File: src/rtl/stream_demux.sv
// -----------------------------------------------------------------------------
// stream_demux
//   Registered 1-to-N stream demultiplexer with valid/ready handshaking.
//   Each accepted input beat is routed to the channel given by in_sel. It
//   lands in a single output buffer, so y_valid rises one cycle after the
//   accept. With LOCK=1, the channel chosen on the first beat of a packet is
//   held until the beat carrying in_last. Beats aimed at a channel that does
//   not exist are consumed and dropped. Each drop raises a one-cycle err pulse
//   and bumps a saturating drop counter.
//
// Ports
//   clk       in   rising-edge clock
//   rst_n     in   asynchronous active-low reset
//   in_data   in   [WIDTH-1:0]       input beat data
//   in_sel    in   [SEL_W-1:0]       destination channel
//   in_last   in   final beat of packet
//   in_valid  in   beat offered
//   in_ready  out  beat accepted when in_valid && in_ready
//   y_data    out  [N_CH*WIDTH-1:0]  channel i at bits [i*WIDTH +: WIDTH]
//   y_last    out  [N_CH-1:0]        per-channel last flag
//   y_valid   out  [N_CH-1:0]        per-channel valid
//   y_ready   in   [N_CH-1:0]        per-channel ready
//   err       out  one-cycle pulse per dropped beat
//   drop_cnt  out  [7:0]             saturating count of dropped beats
// -----------------------------------------------------------------------------
module stream_demux #(
   parameter int WIDTH     = 8,
   parameter int N_CH      = 4,
   parameter int SEL_W     = 2,
   parameter int LOCK      = 1,
   parameter int ZERO_IDLE = 1
) (
   input  logic                    clk,
   input  logic                    rst_n,
   input  logic [WIDTH-1:0]        in_data,
   input  logic [SEL_W-1:0]        in_sel,
   input  logic                    in_last,
   input  logic                    in_valid,
   output logic                    in_ready,
   output logic [N_CH*WIDTH-1:0]   y_data,
   output logic [N_CH-1:0]         y_last,
   output logic [N_CH-1:0]         y_valid,
   input  logic [N_CH-1:0]         y_ready,
   output logic                    err,
   output logic [7:0]              drop_cnt
);

   typedef enum logic {ST_OPEN, ST_LOCKED} state_t;

   state_t             state_q, state_d;
   logic [SEL_W-1:0]   lock_ch_q, lock_ch_d;
   logic               buf_valid_q, buf_valid_d;
   logic [WIDTH-1:0]   buf_data_q, buf_data_d;
   logic [SEL_W-1:0]   buf_ch_q, buf_ch_d;
   logic               buf_last_q, buf_last_d;
   logic               err_q, err_d;
   logic [7:0]         drop_cnt_q, drop_cnt_d;

   logic               drained;
   logic               accept;
   logic               in_range;
   logic [SEL_W-1:0]   eff_ch;
   logic               hit;

   // Only the ready of the channel currently holding the buffered beat matters.
   always_comb begin
      drained = 1'b0;
      for (int i = 0; i < N_CH; i++) begin
         if (buf_ch_q == SEL_W'(i) && y_ready[i]) drained = 1'b1;
      end
      drained = drained && buf_valid_q;
   end

   assign in_ready = !buf_valid_q || drained;
   assign accept   = in_valid && in_ready;
   assign eff_ch   = (LOCK != 0 && state_q == ST_LOCKED) ? lock_ch_q : in_sel;
   assign in_range = int'(eff_ch) < N_CH;

   // Buffer, error and drop counter next state. A drain and a load in the
   // same cycle leave buf_valid at 1, so back-to-back beats have no bubble.
   always_comb begin
      buf_valid_d = buf_valid_q;
      buf_data_d  = buf_data_q;
      buf_ch_d    = buf_ch_q;
      buf_last_d  = buf_last_q;
      err_d       = 1'b0;
      drop_cnt_d  = drop_cnt_q;
      if (drained) buf_valid_d = 1'b0;
      if (accept) begin
         if (in_range) begin
            buf_valid_d = 1'b1;
            buf_data_d  = in_data;
            buf_ch_d    = eff_ch;
            buf_last_d  = in_last;
         end else begin
            err_d = 1'b1;
            if (drop_cnt_q != 8'hFF) drop_cnt_d = drop_cnt_q + 8'd1;
         end
      end
   end

   // Packet lock FSM. Locking onto a nonexistent channel is allowed; the rest
   // of that packet is then dropped beat by beat.
   always_comb begin
      state_d   = state_q;
      lock_ch_d = lock_ch_q;
      if (LOCK != 0 && accept) begin
         case (state_q)
            ST_OPEN: begin
               if (!in_last) begin
                  state_d   = ST_LOCKED;
                  lock_ch_d = in_sel;
               end
            end
            ST_LOCKED: begin
               if (in_last) state_d = ST_OPEN;
            end
            default: state_d = ST_OPEN;
         endcase
      end
   end

   always_ff @(posedge clk or negedge rst_n) begin
      if (!rst_n) begin
         state_q     <= ST_OPEN;
         lock_ch_q   <= '0;
         buf_valid_q <= 1'b0;
         buf_data_q  <= '0;
         buf_ch_q    <= '0;
         buf_last_q  <= 1'b0;
         err_q       <= 1'b0;
         drop_cnt_q  <= 8'd0;
      end else begin
         state_q     <= state_d;
         lock_ch_q   <= lock_ch_d;
         buf_valid_q <= buf_valid_d;
         buf_data_q  <= buf_data_d;
         buf_ch_q    <= buf_ch_d;
         buf_last_q  <= buf_last_d;
         err_q       <= err_d;
         drop_cnt_q  <= drop_cnt_d;
      end
   end

   // Output fan-out. With ZERO_IDLE=0 the buffered data is broadcast and only
   // y_valid marks the owning channel.
   always_comb begin
      y_valid = '0;
      y_last  = '0;
      y_data  = '0;
      hit     = 1'b0;
      for (int i = 0; i < N_CH; i++) begin
         hit        = (buf_ch_q == SEL_W'(i));
         y_valid[i] = buf_valid_q && hit;
         y_last[i]  = buf_valid_q && hit && buf_last_q;
         if (ZERO_IDLE == 0 || hit) y_data[i*WIDTH +: WIDTH] = buf_data_q;
      end
   end

   assign err      = err_q;
   assign drop_cnt = drop_cnt_q;

endmodule

File: config.mk
export PLATFORM = sky130hd
export DESIGN_NAME = stream_demux
export DESIGN_NICKNAME = d
export VERILOG_FILES = /design/src/rtl/stream_demux.sv
export SDC_FILE = /design/constraint.sdc
export NUM_CORES = 1
export LEC_CHECK = 0
export BUFFER_PORTS_ARGS = -buffer_cell sky130_fd_sc_hd__buf_2
export CELL_PAD_IN_SITES_DETAIL_PLACEMENT = 1
export CELL_PAD_IN_SITES_GLOBAL_PLACEMENT = 2
export CORE_ASPECT_RATIO = 1.4
export CORE_MARGIN = 10
export CORE_UTILIZATION = 20
export DETAILED_ROUTE_END_ITERATION = 10
export PLACE_DENSITY_LB_ADDON = 0.12
export SETUP_SLACK_MARGIN = 0.3
export SLEW_MARGIN = 20
export SYNTH_ARGS = -nofsm -noshare
export SYNTH_HDL_FRONTEND = slang
export SYNTH_SLANG_ARGS = --single-unit
File: constraint.sdc
create_clock -name clk -period 1.7 [get_ports clk]
set_input_delay 0.34 -clock clk [delete_from_list [all_inputs] [get_ports clk]]
set_output_delay 0.34 -clock clk [all_outputs]
set_load 0.01 [all_outputs]
# Word-level counts from Yosys, hierarchy flattened
# Index checks and enable logic that the tools add are counted.
# Widths: inputs -> output; s select.
[word_totals] register_bits=15 output_inout_bits=50 word_cells=42
[classes] n_eq_ne=3 n_mux=12 bitwise=2 reduce_logical=19
[ops] operator="$mux 8" count=4
[ops] operator="$logic_and 1x1->1" count=14
[ops] operator="$mux 1" count=7
[ops] operator="$eq 2x2->1 const B" count=2
[ops] operator="$reduce_and 3->1" count=1
[ops] operator="$eq 2x1->1 const B" count=1
[ops] operator="$logic_not 2->1" count=1
[ops] operator="$mux 2" count=1
[ops] operator="$not 1->1" count=2
[ops] operator="$reduce_bool 2->1" count=1
[ops] operator="$logic_not 1->1" count=1
[ops] operator="$logic_or 1x1->1" count=1

# Depth between registers and ports, before layout
# Gate-level depths: netlist of the first run.
[logic_depth] depth_word=10 mapped_depth=5 mapped_depth_nobuf=4

# Least setup slack after synthesis of the first run
# OpenSTA, ideal clock, no wires.
[synth_path] path_type="register to register" from="register buf_ch_q[0]" to="register buf_data_q[1]" arrival_ns=1.538 required_ns=1.575 path_slack_ns=0.037 stages_incl_launch_ff=5 n_path_buf=1 synth_period_minus_slack_ns=1.663 cell_sequence="dfrtp_1 mux2_4 o221ai_4 buf_2 mux2_2"
[synth_between] elab_chain_cells=9 word_cells_on_any_way=15 classes_between="eq/ne (3); mux (4); reduce/logical (8)"
[synth_lines] item="start, declared" line="54" source="logic [SEL_W-1:0] buf_ch_q, buf_ch_d;"
[synth_lines] item="start signal, assigned" line="138" source="buf_ch_q <= buf_ch_d;"
[synth_lines] item="$logic_not 2->1" line="69" source="if (buf_ch_q == SEL_W'(i) && y_ready[i]) drained = 1'b1;"
[synth_lines] item="$logic_and 1x1->1" line="69"
[synth_lines] item="$mux 1 (3 in a row)" line="69"
[synth_lines] item="$mux 1 (*)" line="69"
[synth_lines] item="$logic_and 1x1->1 (*)" line="71" source="drained = drained && buf_valid_q;"
[synth_lines] item="$logic_or 1x1->1 (*)" line="74" source="assign in_ready = !buf_valid_q || drained;"
[synth_lines] item="$logic_and 1x1->1 (*)" line="75" source="assign accept = in_valid && in_ready;"
[synth_lines] item="end signal, assigned" line="137" source="buf_data_q <= buf_data_d;"
[synth_lines] item="end, declared" line="53" source="logic [WIDTH-1:0] buf_data_q, buf_data_d;"
# Every way passes the cells marked *; elsewhere a longest branch is shown, timed or not.
# A chain may end at the register's enable or synchronous reset.

# Final worst setup path of the first run
[layout_path] from="register buf_ch_q[0]" to="output port y_last[0]"
[layout_between] elab_chain_cells=3
[layout_lines] item="$logic_not 2->1" line="153" source="hit = (buf_ch_q == SEL_W'(i));"
[layout_lines] item="$logic_and 1x1->1 (2 in a row)" line="155" source="y_last[i] = buf_valid_q && hit && buf_last_q;"
[layout_lines] item="end, declared" line="41" source="output logic [N_CH-1:0] y_last,"
# Every way passes these cells.

==> summary.txt, run 1 <==
Synth
  – Mux share of post-synthesis cell area: 18.13%
  – Combinational family with the most area after synthesis: simple AND/OR/NAND/NOR gates
  – Simple-Gate Fraction of Synth Area: 30.37%
  – Post-synthesis compound-gate area fraction: 5.625%
  – Post-synth cell types: 21
  – Post-Synth XOR/XNOR Area: 0%
  – Synth Area per Inst: 10.21 um^2
  – Cells after Synth: 98
  – YS warnings: 0
  – Yosys reg bits: 15
  – Register area share after synthesis: 37.50%
  – Mapped cell area: 1001 um^2
  – Synth Area in Adders: 0%

Status
  – Failing checks: setup timing
  – Status: complete, but fails checks

Clock tree
  – Post-CTS Hold Buffers: 0
  – Max Buffers Root-to-Sink: 2
  – Num CTS Buffers: 3
  – CTS tree: built
  – Clock Tree Root: clkbuf_8
  – Clk sinks: 15
  – Depth of the CTS H-tree: 1
  – Worst skew pair latency: 240 ps
  – Worst-path clk slew: 60 ps

Floorplan
  – Row count: 30
  – Initial Util: 20.67%
  – Die height: 103.7 um
  – Die X: 79.79 um
  – I/O pin total: 68
  – Core area: 4842 um^2
  – Die Area: 8275 um^2

Finish
  – Fin nets: 198
  – Layout cells sized above 1: 74.30%
  – Multi-input gate area in the final layout: 728.2 um^2
  – Area growth syn-to-layout: 91.63%
  – Filler Cell Count: 538
  – # diodes: 0
  – Register area: 377.9 um^2

Global route
  – Vias in the first global route: 1118
  – Pin count of the biggest net entering global routing: 16
  – GRT Total Usage: 8.953%
  – First-pass GRT wire length: 5975 um
  – Antenna violations before repair: 0
  – Total grt overflow: 0

Worst setup path
  – CP Capture Type: primary output
  – Crit-path cells: buf_6 -> nor2_2 -> buf_4 -> and3_1 -> buf_2
  – Worst path required time: 1360 ps
  – Worst EP arrival: 1370 ps
  – Depth of the worst register-to-register path: 4
  – Kind of critical path: flip-flop to primary output
  – Startpoint types: flip-flop
  – Worst R2R Setup Slack: 60 ps
  – Critical Path Max Stage Delay: 430 ps
  – Reg2reg end: buf_last_q
  – Reg2Reg Launch Point: buf_ch_q[0]
  – Worst Path Max Fanout: 6
  – Crit-path slowest cell: dfrtp_2

Route
  – DR pass1 iterations: 4
  – Drc violations: 0
  – Post-DRT Antenna Nets: 0
  – Via density: 4.144
  – Routed vias: 1007
  – Starting DRT DRC Count: 24
  – Final wirelength: 3972 um
  – WL/cell: 16.35 um

Pwr
  – Switching Fraction: 37.20%
  – Total Power: 3325 uW
  – Clock power share: 8.5%
  – Pint: 2088 uW
  – NetSw: 1237 uW
  – Cell Pwr Density: 1734 nW/um^2
  – Seq pwr share: 21.4%
  – Comb power frac: 70.1%
  – Leakage: 0.0009951 uW
  – Largest vdd supply drop: 0.4586 mV

STA
  – # setup viols final: 5
  – Final TNS setup: -10.41 ps
  – Clock Skew: 2.539 ps
  – Period utilisation layout: 100.3%
  – Min Clock Period, post-route: 1706 ps
  – Max Transition Viols Final: 0
  – Setup ws final: -5.653 ps
  – RSZ-0062 raised after global routing: yes
  – Achievable Freq: 586.3 MHz
  – Hold Violations, Final: 0

Placed design
  – Dpl ws: 107.4 ps
  – GP Congestion: 0.6816
  – IO buf count: 58
  – Post-detail-place hpwl: 2998 um

Min path
  – Worst hold path class: input port to async pin

Flow run
  – MaxCap Viol Count: 0
-- sequential cells by signal, summed over array words and instances, names as in the netlist --
| register | cells |
|---|---|
| buf_data_q | 8 |
| buf_ch_q | 2 |
| lock_ch_q | 2 |
| buf_last_q | 1 |
| buf_valid_q | 1 |
| state_q | 1 |
-- critical path, delay by kind of cell (launching register included) --
family                 cells  cell delay, ps
buffers and inverters      3             420
DFF                        1             430
and+or+nand+nor            2             270
-- layer usage --
| layer | GRT usage (%) | vias to the layer above | share of wire, % |
|---|---|---|---|
| li1 | - | 479 | - |
| met1 | 8.493 | 496 | 35 |
| met2 | 17.26 | 30 | 58 |
| met3 | 2.768 | 2 | 6.2 |
| met4 | 2.652 | 0 | 0.86 |
| met5 | 0 | - | 0 |
-- repair_timing --
action | 4_1_cts | 5_1_grt
hold endpoints to repair | 0 | 0
setup endpoints to repair | 53 | 55
pin swaps | 4 | 4
gates resized for setup | 41 | 41
buffers inserted | 7 | 6
gates cloned | 0 | 1
-- through the flow --
stage,hold slack [ps],cell area (um^2),utilization (%),instances
after floorplan,44.41,1037,-,106
after global placement,267.4,1401,28.94,225
after detailed placement,275.2,1401,28.94,225
after CTS,10.49,1672,34.52,236
after global routing,15.85,1918,39.61,243
final,0.4314,1918,39.61,243
-- cells in the mapped netlist --
| library cell | instances | area [um^2] |
|---|---|---|
| mux2_2 | 9 | 101.4 |
| or3_4 | 1 | 11.26 |
| nand2_1 | 3 | 11.26 |
| nor2b_1 | 2 | 12.51 |
| nor2_1 | 1 | 3.750 |
| and2_1 | 27 | 168.9 |
| dfrtp_1 | 15 | 375.4 |
| a21oi_1 | 1 | 5.000 |
| o22a_1 | 1 | 8.760 |
| buf_4 | 9 | 67.56 |
| a31oi_1 | 1 | 6.260 |
| and3_1 | 12 | 75.07 |
| conb_1 | 1 | 3.750 |
| and4_1 | 1 | 8.760 |
| mux2_4 | 4 | 60.06 |
| mux2i_1 | 2 | 20.02 |
| o221ai_4 | 1 | 26.28 |
| clkbuf_1 | 2 | 7.510 |
| nand2b_1 | 2 | 12.51 |
| buf_2 | 1 | 5.000 |
| o21ai_0 | 2 | 10.01 |
-- final cells by class --
| cell class | instances | area share (%) |
|---|---|---|
| clock buffers | 3 | 2.153 |
| clock inverters | 1 | 0.2609 |
| multi-input cells | 79 | 37.96 |
| flip-flops and latches | 15 | 19.70 |
| well taps | 64 | 4.175 |
| repair buffers | 81 | 35.75 |
-- power groups by stage --
| stage | combinational [uW] | clock, uW | sequential (uW) |
|---|---|---|---|
| finish | 2330 | 283 | 710 |
| global placement | 1500 | 0 | 675 |
| global route | 2510 | 310 | 752 |
| detailed placement | 1520 | 0 | 683 |
| CTS | 1960 | 299 | 696 |
| floorplan | 849 | 0 | 645 |
-- placed cells by master (no fill, tap or decap), drive strengths merged --
cell / count
a21oi: 1
a31oi: 1
and2: 27
and3: 12
and4: 1
buf: 80
clkbuf: 4
clkinv: 1
conb: 9
dfrtp: 15
mux2: 13
mux2i: 2
nand2: 3
nand2b: 2
nor2: 1
nor2b: 2
o21ai: 2
o221ai: 1
o22a: 1
or3: 1
-- logic make-up after synthesis --
family / after synthesis
AND/OR/NAND/NOR: 49
multiplexers: 15
flip-flops: 15
buffers and inverters: 12
AO/OA/AOI/OAI: 6
other: 1
-- worst max path at each step --
stage                      from       endpoint  slack (ps)
floorplan           buf_ch_q[0]  buf_data_q[1]         110
finish              buf_ch_q[0]      y_last[0]          -6
CTS                 buf_ch_q[0]       in_ready         -30
global route        buf_ch_q[0]      y_last[2]         -70
detailed placement  buf_ch_q[0]      y_last[1]         110
global placement    buf_ch_q[0]      y_last[1]         120
No activity file was read; power rests on OpenSTA's default activity.
==> inputs of run 2 (changes only) <==
--- a/config.mk
+++ b/config.mk
@@ -8,9 +8,9 @@
 export BUFFER_PORTS_ARGS = -buffer_cell sky130_fd_sc_hd__buf_2
 export CELL_PAD_IN_SITES_DETAIL_PLACEMENT = 1
 export CELL_PAD_IN_SITES_GLOBAL_PLACEMENT = 2
-export CORE_ASPECT_RATIO = 1.4
 export CORE_MARGIN = 10
 export CORE_UTILIZATION = 20
+export CTS_CLUSTER_SIZE = 8
 export DETAILED_ROUTE_END_ITERATION = 10
 export PLACE_DENSITY_LB_ADDON = 0.12
 export SETUP_SLACK_MARGIN = 0.3
==> constraint.sdc (replaced) <==
create_clock -name clk -period 1.7 [get_ports clk]
set_input_delay 0.17 -clock clk [delete_from_list [all_inputs] [get_ports clk]]
set_output_delay 0.17 -clock clk [all_outputs]
set_load 0.01 [all_outputs]
==> summary.txt, run 2 (synthesis gave the netlist of run 1 again) <==
Route
  – Drc violations: 0
  – Final wirelength: 3998 um
  – Via density: 4.079
  – WL/cell: 16.52 um
  – DR pass1 iterations: 4
  – Starting DRT DRC Count: 18
  – Routed vias: 987
  – Post-DRT Antenna Nets: 0

Floorplan
  – Row count: 25
  – Core area: 4786 um^2
  – Die height: 90.75 um
  – Die X: 90.75 um
  – I/O pin total: 68
  – Initial Util: 20.92%
  – Die Area: 8235 um^2

STA
  – Setup ws final: 76.36 ps
  – Min Clock Period, post-route: 1624 ps
  – Max Transition Viols Final: 0
  – RSZ-0062 raised after global routing: yes
  – Achievable Freq: 615.9 MHz
  – Clock Skew: 4.208 ps
  – Final TNS setup: 0 ps
  – Period utilisation layout: 95.51%
  – Hold Violations, Final: 0
  – # setup viols final: 0

Worst setup path
  – Startpoint types: flip-flop
  – Worst path required time: 1830 ps
  – Worst Path Max Fanout: 7
  – Worst EP arrival: 1750 ps
  – Kind of critical path: flip-flop to flip-flop
  – CP Capture Type: flip-flop

Flow run
  – MaxCap Viol Count: 0

Clock tree
  – Num CTS Buffers: 3
  – Worst-path clk slew: 60 ps
  – Worst skew pair latency: 240 ps
  – Clock Tree Root: clkbuf_8
  – Max Buffers Root-to-Sink: 2
  – Clk sinks: 15
  – Depth of the CTS H-tree: 1
  – CTS tree: built

Finish
  – Layout cells sized above 1: 73.14%
  – # diodes: 0
  – Number of flip-flops in the largest register: 8
  – Fin cells: 242
  – Commonest non-fill, non-tap cell in the layout: buf_6
  – Fin nets: 194
  – Most flop-heavy register: buf_data_q
  – Area growth syn-to-layout: 88.87%
  – Filler Cell Count: 530
  – Multi-input gate area in the final layout: 723.2 um^2
  – Register area: 377.9 um^2
  – Largest regs: buf_data_q (8), buf_ch_q (2), lock_ch_q (2)
  – Most frequent cells in the layout: buf_6 (42), buf_2 (28), and2_4 (22)

Global route
  – GRT Total Usage: 9.432%
  – Vias in the first global route: 1133
  – Pin count of the biggest net entering global routing: 16
  – First-pass GRT wire length: 6368 um
  – Antenna violations before repair: 0
  – Total grt overflow: 0

Placed design
  – Dpl ws: 63.32 ps
  – GP Congestion: 0.7030
  – IO buf count: 58
  – Cells after DPL: 227
  – Post-detail-place hpwl: 3067 um

Pwr
  – Cell Pwr Density: 1788 nW/um^2
  – Leakage: 0.0009685 uW
  – Largest vdd supply drop: 0.5141 mV

Status
  – Status: finished, final reports clean

Min path
  – Worst hold path class: input port to flip-flop
[run 2: changes by cell type in the layout (fill, tap and decap cells not counted), moves of 2 or more]
cell      change
nand2b_4      -2
o21ai_0       +2
buf_2         -7
buf_4         -4
and3_4        -3
mux2_2        +2
nand2b_1      +2
mux2_4        -2
and2_1        -8
and2_4        +8
buf_6         +8
and3_1        +3
[run 2: path summary, 6_finish.rpt]
check / start / end / slack (ps) / cells past startpoint
setup / recovery: buf_ch_q[0] / buf_data_q[1] / 80 / 4
hold / removal: in_last / state_q / 140 / 2
setup reg to reg: buf_ch_q[0] / buf_data_q[1] / 80 / 4
hold reg to reg: lock_ch_q[0] / lock_ch_q[0] / 520 / 1
max in group asynchronous: rst_n / buf_valid_q / 1040 / 2
min in group asynchronous: rst_n / buf_ch_q[0] / 370 / 2
[run 2: routing by layer]
layer	vias up	track usage [%]	wire length (um)
met1	477	10.77	1559
li1	475	-	-
met3	2	2.909	293
met5	-	0	0
met2	33	16.53	2123
met4	0	2.387	22
[run 2: final cells by class]
class / count / area share, %
Sequential cell: 15 / 19.99
Clock buffer: 4 / 2.383
Multi-Input combinational cell: 80 / 38.25
Tap cell: 67 / 4.434
Timing Repair Buffer: 76 / 34.94
[run 2: worst max-delay path: stages, from the launching register on]
cell and delay (ps):
dfrtp_2 450, mux2_4 330, o221ai_4 230, buf_6 170
mux2_2 320
[run 2: where the power goes]
part | total (uW) | internal, uW | switching [uW]
clock | 288 | 166 | 122
sequential | 752 | 521 | 230
combinational | 2340 | 1440 | 899
total | 3380 | 2130 | 1250
[run 2: stage by stage]
step                hold slack (ps)  instance area, um^2  total power, uW  utilization (%)
CTS                           151.2                 1677             2986            35.03
detailed placement            103.0                 1385             2157            28.94
global route                  158.5                 1891             3636            39.50
floorplan                    -125.6                 1037             1493                -
finish                        142.3                 1891             3381            39.50
global placement              97.05                 1385             2130            28.94
[run 2: what timing repair did]
item,4_1_cts,5_1_grt
setup buffers,6,2
setup endpoints to repair,42,55
endpoints found under the hold margin,15,0
gates cloned,2,0
pin swaps,9,9
resized for setup,45,45
hold buffers,1,0
==> inputs of run 3 (changes only) <==
--- a/config.mk
+++ b/config.mk
@@ -5,14 +5,15 @@
 export SDC_FILE = /design/constraint.sdc
 export NUM_CORES = 1
 export LEC_CHECK = 0
+export ABC_AREA = 1
 export BUFFER_PORTS_ARGS = -buffer_cell sky130_fd_sc_hd__buf_2
 export CELL_PAD_IN_SITES_DETAIL_PLACEMENT = 1
 export CELL_PAD_IN_SITES_GLOBAL_PLACEMENT = 2
 export CORE_MARGIN = 10
-export CORE_UTILIZATION = 20
+export CORE_UTILIZATION = 17
 export CTS_CLUSTER_SIZE = 8
 export DETAILED_ROUTE_END_ITERATION = 10
-export PLACE_DENSITY_LB_ADDON = 0.12
+export PLACE_DENSITY_LB_ADDON = 0.1
 export SETUP_SLACK_MARGIN = 0.3
 export SLEW_MARGIN = 20
 export SYNTH_ARGS = -nofsm -noshare
==> summary.txt, run 3 <==
Status
  – Status: finished, final reports clean

Finish
  – Number of flip-flops in the largest register: 8
  – Largest regs: buf_data_q (8), buf_ch_q (2), lock_ch_q (2)
  – Filler Cell Count: 705
  – Fin util: 29.88%
  – Fin cells: 281
  – Most frequent cells in the layout: buf_2 (54), nor2_1 (28), nand2_1 (17)
  – Fin nets: 228
  – # diodes: 0
  – Most flop-heavy register: buf_data_q
  – Area growth syn-to-layout: 71.45%
  – Layout cells sized above 1: 55.02%
  – Commonest non-fill, non-tap cell in the layout: buf_2

STA
  – # setup viols final: 0
  – Min Clock Period, post-route: 1449 ps
  – Period utilisation layout: 85.23%
  – Hold Violations, Final: 0
  – RSZ-0062 raised after global routing: yes
  – Final TNS setup: 0 ps
  – Max Transition Viols Final: 0
  – Clock Skew: 7.226 ps
  – Achievable Freq: 690.2 MHz

Worst setup path
  – Critical Path Max Stage Delay: 470 ps
  – Crit-path cells: nor2_4 -> buf_6 -> inv_6 -> nor2_1 -> buf_2
  – Crit-path slowest cell: dfrtp_2
  – Startpoint types: flip-flop
  – CP Capture Type: primary output
  – Worst Path Max Fanout: 7
  – Kind of critical path: flip-flop to primary output
  – Worst path required time: 1530 ps
  – Worst EP arrival: 1280 ps

Floorplan
  – Core area: 5507 um^2
  – Die X: 95.14 um
  – I/O pin total: 68
  – Initial Util: 17.43%
  – Row count: 27
  – Die Area: 9051 um^2
  – Die height: 95.14 um

Synth
  – Post-synthesis async set-or-reset flop share: 100.0%
  – Register area share after synthesis: 39.11%
  – Count leader, synth: nor2_1
  – Post-synth EDFFs: 0
  – Synth Flop Type: dfrtp_1
  – Yosys reg bits: 15
  – Cells after Synth: 142
  – Post-synth top area cell: dfrtp_1
  – YS warnings: 0
  – Synth top area cells: dfrtp_1 (39%), nor2_1 (15%), nand2_1 (13%), buf_4 (7.8%), nand3_1 (6.3%)
  – Synth Area per Inst: 6.758 um^2
  – Synth cell count leaders: nor2_1 (38), nand2_1 (32), dfrtp_1 (15)
  – Post-synth cell types: 18
  – Mapped cell area: 959.7 um^2
  – Share of the synthesized area in the top cell type: 39.11%

Route
  – DR pass1 iterations: 4
  – Post-DRT Antenna Nets: 0
  – Routed vias: 1124
  – Via density: 4.000
  – Drc violations: 0
  – WL/cell: 14.77 um
  – Final wirelength: 4151 um
  – Starting DRT DRC Count: 19

Clock tree
  – Clock Tree Root: clkbuf_8
  – Worst-path clk slew: 70 ps
  – Depth of the CTS H-tree: 1
  – Max Buffers Root-to-Sink: 2
  – Worst skew pair latency: 250 ps
  – Num CTS Buffers: 3
  – Clk sinks: 15
  – CTS tree: built

Global route
  – Pin count of the biggest net entering global routing: 17
  – Total grt overflow: 0
  – GRT Total Usage: 8.233%
  – First-pass GRT wire length: 5961 um
  – Antenna violations before repair: 0
  – Vias in the first global route: 1101

Placed design
  – Post-detail-place hpwl: 3105 um
  – Cells after DPL: 267
  – IO buf count: 58
  – GP Congestion: 0.7165

Min path
  – Worst hold path class: input port to flip-flop

Pwr
  – Leakage: 0.0008973 uW
  – Largest vdd supply drop: 0.4544 mV
  – Cell Pwr Density: 1910 nW/um^2

Flow run
  – MaxCap Viol Count: 0
==> run 3: cell count changes in the layout (fill, tap and decap cells not counted), sizes merged, moves of 2 or more <==
cell	change
nor3	+4
mux2	-13
nand3	+12
nand2b	-2
inv	+15
and2	-27
and3	-12
buf	-9
nor2	+39
clkinv	+2
nand4	+2
nand2	+32
nor2b	-3
==> run 3: final cells by class <==
class / count / area [um^2] / share of cell area, %
multi-input combinational: 107 / 644.4 / 39.16
clock buffer: 3 / 41.29 / 2.510
inverter: 15 / 61.31 / 3.726
timing repair inverter: 1 / 8.758 / 0.5323
sequential: 15 / 377.9 / 22.97
timing repair buffer: 67 / 416.7 / 25.32
tap: 72 / 90.09 / 5.475
clock inverter: 1 / 5.005 / 0.3042
==> run 3: kinds of logic (layout without fill, tap and decap cells) <==
group / Yosys count / count (layout) / share of synthesized area (%)
and+or+nand+nor: 92 / 93 / 40.68
muxes: 2 / 2 / 2.086
other: 1 / 9 / 0.3908
AOI/OAI and AO/OA: 3 / 3 / 1.564
DFF: 15 / 15 / 39.11
buffers and inverters: 29 / 87 / 16.17
==> run 3: worst max-delay path: cells and delay by family (launching register included) <==
family                 cells  cell delay (ps)
buffers and inverters      3              310
DFF                        1              470
and+or+nand+nor            2              250
==> run 3: through the flow <==
stage	setup slack (ps)	hold slack, ps	instance area, um^2	total power, uW
5_1_grt	197.5	161.4	1645	3410
2_1_floorplan	438.6	-125.6	989.7	1561
6_report	251.1	141.0	1645	3143
3_5_place_dp	261.8	100.5	1279	2094
3_3_place_gp	331.4	103.7	1279	2075
4_1_cts	258.2	142.5	1436	2672
==> run 3: where the power goes <==
part / total, uW / internal (uW) / switching [uW]
Sequential: 710 / 534 / 177
Combinational: 2140 / 868 / 1270
Clock: 292 / 162 / 130
==> run 3: final timing paths <==
path | end | slack, ps | from | cells after the start
min in group asynchronous | lock_ch_q[1] | 360 | rst_n | 2
min reg2reg | buf_data_q[5] | 470 | buf_data_q[5] | 2
max in group asynchronous | buf_ch_q[1] | 1050 | rst_n | 2
min | buf_data_q[0] | 140 | in_data[0] | 3
max | y_data[7] | 250 | buf_ch_q[1] | 5
max reg2reg | lock_ch_q[1] | 300 | buf_ch_q[1] | 9
==> run 3: metal layers <==
layer / up-vias / routed length, um / global-route usage [%] / share of wire [%]
li1: 551 / - / - / -
met1: 526 / 1810 / 10.58 / 44
met2: 43 / 1894 / 12.84 / 46
met3: 4 / 406 / 2.278 / 9.8
met4: 0 / 40 / 2.993 / 0.96
met5: - / 0 / 0 / 0
==> run 3: repair_timing <==
item                                    CTS  global route
endpoints found under the hold margin    15             0
pin swaps                                 4            13
gates cloned                              0             2
endpoints found under the setup margin   41            56
hold buffers                              1             0
buffers inserted                          2             5
gates resized for setup                  20            43
